--- config.mk ---
export PLATFORM = sky130hd
export DESIGN_NAME = lcd_byte_writer
export DESIGN_NICKNAME = d
export VERILOG_FILES = /design/src/rtl/lcd_byte_writer.sv
export SDC_FILE = /design/constraint.sdc
export NUM_CORES = 1
export LEC_CHECK = 0
export CORE_MARGIN = 8
export CORE_UTILIZATION = 60
export DETAILED_ROUTE_END_ITERATION = 8
export DONT_BUFFER_PORTS = 1
export GPL_TIMING_DRIVEN = 0
export PLACE_DENSITY_LB_ADDON = 0.12
export RECOVER_POWER = 25
export SLEW_MARGIN = 25
export SYNTH_ARGS = -nofsm -noshare
export SYNTH_HDL_FRONTEND = slang
export SYNTH_SLANG_ARGS = --single-unit
--- constraint.sdc ---
create_clock -name Clock -period 6.4 [get_ports Clock]
set_input_delay 0.32 -clock Clock [delete_from_list [all_inputs] [get_ports Clock]]
set_output_delay 0.32 -clock Clock [all_outputs]
set_load 0.03 [all_outputs]
--- src/rtl/lcd_byte_writer.sv ---
// Writes one byte to an HD44780-style LCD as two 4-bit nibbles with timed E strobes.
// Optional macro LCD_BUSY_EXTEND_EN: clear/home commands (8'h01..8'h03, RS=0) use CLEAR_WAIT_CYCLES.
module lcd_byte_writer #(
  parameter int unsigned SETUP_CYCLES      = 32'd2,
  parameter int unsigned ENABLE_CYCLES     = 32'd12,
  parameter int unsigned NIBBLE_GAP_CYCLES = 32'd50,
  parameter int unsigned CMD_WAIT_CYCLES   = 32'd2000,
  parameter int unsigned CLEAR_WAIT_CYCLES = 32'd82000
) (
  input  logic       Clock,
  input  logic       Reset,
  input  logic [7:0] iData,
  input  logic       iRegisterSelect,
  input  logic       iValid,
  output logic       oReady,
  output logic       oDone,
  output logic       oLCD_Enabled,
  output logic       oLCD_RegisterSelect,
  output logic [3:0] oLCD_Data,
  output logic       oLCD_ReadWrite
);

  typedef enum logic [2:0] {
    IDLE     = 3'd0,
    HI_SETUP = 3'd1,
    HI_PULSE = 3'd2,
    GAP      = 3'd3,
    LO_SETUP = 3'd4,
    LO_PULSE = 3'd5,
    WAIT     = 3'd6
  } state_t;

  state_t      r_state;
  logic [31:0] r_cnt;
  logic [3:0]  r_lo;
  logic        r_ready;
  logic        r_done;
  logic        r_en;
  logic        r_rs;
  logic [3:0]  r_data;
  logic [31:0] w_wait_len;
  logic [31:0] w_len;
  logic        w_last;

`ifdef LCD_BUSY_EXTEND_EN
  logic r_long_wait;
  assign w_wait_len = r_long_wait ? CLEAR_WAIT_CYCLES : CMD_WAIT_CYCLES;
`else
  logic w_unused_clear;
  assign w_wait_len     = CMD_WAIT_CYCLES;
  assign w_unused_clear = (CLEAR_WAIT_CYCLES != 32'd0);
`endif

  // Duration of the current timed state.
  always_comb begin
    w_len = 32'd1;
    case (r_state)
      HI_SETUP, LO_SETUP: w_len = SETUP_CYCLES;
      HI_PULSE, LO_PULSE: w_len = ENABLE_CYCLES;
      GAP:                w_len = NIBBLE_GAP_CYCLES;
      WAIT:               w_len = w_wait_len;
      default:            w_len = 32'd1;
    endcase
  end

  assign w_last = (r_cnt == (w_len - 32'd1));

  // Sequencer: state, cycle counter, latched byte and all registered outputs.
  always_ff @(posedge Clock or negedge Reset) begin
    if (!Reset) begin
      r_state <= IDLE;
      r_cnt   <= 32'd0;
      r_lo    <= 4'd0;
      r_ready <= 1'b0;
      r_done  <= 1'b0;
      r_en    <= 1'b0;
      r_rs    <= 1'b0;
      r_data  <= 4'd0;
`ifdef LCD_BUSY_EXTEND_EN
      r_long_wait <= 1'b0;
`endif
    end else begin
      r_done <= 1'b0;
      case (r_state)
        IDLE: begin
          r_cnt <= 32'd0;
          if (r_ready && iValid) begin
            r_state <= HI_SETUP;
            r_ready <= 1'b0;
            r_data  <= iData[7:4];
            r_lo    <= iData[3:0];
            r_rs    <= iRegisterSelect;
`ifdef LCD_BUSY_EXTEND_EN
            r_long_wait <= !iRegisterSelect &&
                           ((iData == 8'h01) || (iData == 8'h02) || (iData == 8'h03));
`endif
          end else begin
            // Also raises ready on the first edge after reset release.
            r_ready <= 1'b1;
          end
        end
        HI_SETUP, HI_PULSE, GAP, LO_SETUP, LO_PULSE, WAIT: begin
          if (w_last) begin
            r_cnt <= 32'd0;
            case (r_state)
              HI_SETUP: begin r_state <= HI_PULSE; r_en <= 1'b1; end
              HI_PULSE: begin r_state <= GAP;      r_en <= 1'b0; end
              GAP:      begin r_state <= LO_SETUP; r_data <= r_lo; end
              LO_SETUP: begin r_state <= LO_PULSE; r_en <= 1'b1; end
              LO_PULSE: begin r_state <= WAIT;     r_en <= 1'b0; end
              WAIT: begin
                r_state <= IDLE;
                r_ready <= 1'b1;
                r_done  <= 1'b1;
                r_rs    <= 1'b0;
              end
              default: r_state <= IDLE;
            endcase
          end else begin
            r_cnt <= r_cnt + 32'd1;
          end
        end
        default: begin
          r_state <= IDLE;
          r_cnt   <= 32'd0;
          r_en    <= 1'b0;
        end
      endcase
    end
  end

  assign oReady              = r_ready;
  assign oDone               = r_done;
  assign oLCD_Enabled        = r_en;
  assign oLCD_RegisterSelect = r_rs;
  assign oLCD_Data           = r_data;
  assign oLCD_ReadWrite      = 1'b0;

endmodule

==> out/results.ini <==
[global_routing]
grt_usage_pct=16.6
grt_max_degree=48
grt_pass1_wl_mm=9.67
grt_pass1_vias=2011
gr-total-overflow=0
antenna_found_initial=0

[worst_setup_path]
crit_path_end_kind=register
required_ns=6.59
cp-start-kind=register
crit_slowest_cell=dfrtp_1
worstPathMaxFanout=10
worstPathCellList=clkbuf_8 -> nor2b_1 -> nand2_1 -> o21a_1 -> ha_1 -> xor2_1 -> nand3_1 -> nor3_4 -> nand3_4 -> a211oi_4 -> mux2_4
cp.arrival_ns=3.41
critPathKind=register to register
slowest_delay_ns=0.48

[timing]
rsz0062_at_grt=false
tightestPinTransition_ns=2.48
finalHoldViolations=0
max_freq_mhz=311
setup_ws_ns=3.18
setup_violations=0
finClkSkew_ns=0.0120
drv_slew=48
hold-worst-slack_ns=0.166
relSlewSlack_pct=-65.4
setup_tns_ns=0
fin_crit_sh_pct=50.3
layout_min_cycle_time_ns=3.22

[drt]
drc_errors=0
drt_iter0_markers=125
num_vias=2070
wire_per_inst_um=15.9
routed_wl_mm=5.53
ant_nets=0
viasPerCell=5.97
drtPass1Iterations=4

[placement]
placed_area_um2=2840
place_ws_ns=3.20
port_buffers=0
dp_hpwl_mm=3.86
gp_congestion=0.880
post-place-cells=337

[clocking]
cts.sinks=47
cts_tree=built
path_clk_slew_ns=0.09
post_cts_buffers=0
cts-resized-gates=0
h-tree-depth=2
clockBufferDepth=2
numCtsBuffers=5
cts_hold_buf=2
clk-insertion-delay-late_ns=0.30
cts_root_buf=clkbuf_8

[finish]
synthToLayoutAreaGrowth_pct=6.27
layout_common_cells=48 x nor2_1, 47 x dfrtp_1, 21 x nand2_1
fin_nets=309
fin_util_pct=66.8
drive_above_1_share_pct=13.9
layout.cells.most_common=nor2_1
num_antenna_cells=0
fin_area_um2=2950
fin_cells=347

[floorplan]
chipWidth_um=84.0
die_area_um2=7050
io_pins=21
fp-row-count=24
core-area_um2=4410
initial_core_util_pct=62.8
die_h_um=84.0

[synthesis]
ys.flop_type=dfrtp_1
syn_area_per_cell_um2=9.73
synthDistinctLibCells=54
syn_area_um2=2770
synth.ff_latch_count=47
yosysTopAreaCell=dfrtp_1
synth_top_area_share_pct=42.4
netlist_instances=285
ys_seq_area_share_pct=42.4
ys_warn_count=0
synthArstFlopShare_pct=100
synth.area.top_cells=dfrtp_1 42%, nor2_1 6.5%, xor2_1 6.3%, xnor2_1 4.4%, mux2_2 3.7%
synth_edf_count=0
syn-num-nets=300

[pwr]
leakagePower_nw=1.34
p_seq_share_pct=60.3
power_density_nw_per_um2=167
p_sw_share_pct=21.4
p_sw_uw=105
combPwrFrac_pct=1.5
p_int_uw=386
total_power_uw=492
peakVddDrop_v=0.000122
power_frac_clock_pct=38.2

[outcome]
violations=max-capacitance violations, max-slew violations
outcome=complete, but fails checks

[min_path]
holdCritPathClass=input pin to register

[flow_run]
maxCapViolations=1

-- cells in the mapped netlist (all sizes together), types with 5 or more instances --
library cell / number
buf: 9
nor2: 48
xnor2: 14
mux2: 13
nor3: 14
nand2: 21
and2: 6
nand4: 16
nand3: 10
nor2b: 5
dfrtp: 47
xor2: 20
and3: 5
a21oi: 5
nor4: 6
-- cell families (layout without fill, tap and decap cells) --
family | Yosys count | count (layout) | share of synthesized area (%)
adder cells (fa/ha/maj) | 3 | 3 | 1.35
AND/OR/NAND/NOR | 139 | 139 | 27.0
AO/OA/AOI/OAI | 30 | 30 | 8.30
multiplexers | 14 | 14 | 6.18
buffers and inverters | 16 | 26 | 2.98
flip-flops | 47 | 47 | 42.4
XOR/XNOR | 35 | 35 | 11.6
other | 1 | 1 | 0.135
-- final cells by class --
class                      instances  area [µm²]
clock buffer                       7        86.3
sequential                        47        1180
inverter                           4        15.0
fill                             365        1470
multi-input combinational        222        1510
buffer                            12        67.6
timing repair buffer               2        13.8
clock inverter                     1        8.76
tap                               52        65.1
-- routing by layer --
layer  GRT usage [%]  share of wire (%)  up-vias
li1                -                  -     1017
met1            23.1                 49     1002
met2            23.4                 44       45
met3            5.27                5.5        6
met4            5.81                1.2        0
met5               0                  0        -
-- sequential cells by signal, summed over array words and instances, names as in the netlist --
signal,flops
oDone,1
oLCD_Data,4
oLCD_Enabled,1
oLCD_RegisterSelect,1
oReady,1
r_cnt,32
r_lo,4
r_state,3
-- worst paths after layout --
kind / start / to / slack, ns / cells after the start
setup / recovery: r_state[2] / oLCD_Data[3] / 3.18 / 11
hold / removal: iData[0] / r_lo[0] / 0.17 / 1
setup reg to reg: r_state[2] / oLCD_Data[3] / 3.18 / 11
hold reg to reg: r_lo[0] / r_lo[0] / 0.52 / 1
max in group asynchronous: Reset / r_cnt[6] / 3.66 / 2
min in group asynchronous: Reset / oLCD_RegisterSelect / 1.33 / 2
-- power by group through the flow --
stage / registers, mW / logic, mW / clock network, mW
2_1_floorplan: 0.303 / 0.00129 / 0
3_3_place_gp: 0.303 / 0.00129 / 0
3_5_place_dp: 0.303 / 0.00129 / 0
4_1_cts: 0.297 / 0.00983 / 0.194
5_1_grt: 0.297 / 0.00905 / 0.203
6_report: 0.297 / 0.00741 / 0.188
-- critical path, delay by kind of cell (launching register included) --
family / cells / cell delay (ns)
multiplexers: 1 / 0.33
adder cells (fa/ha/maj): 1 / 0.30
AND/OR/NAND/NOR: 5 / 1.08
AO/OA/AOI/OAI: 2 / 0.56
buffers and inverters: 1 / 0.22
XOR/XNOR: 1 / 0.14
flip-flops: 1 / 0.48
(Power assumes the default switching activity.)
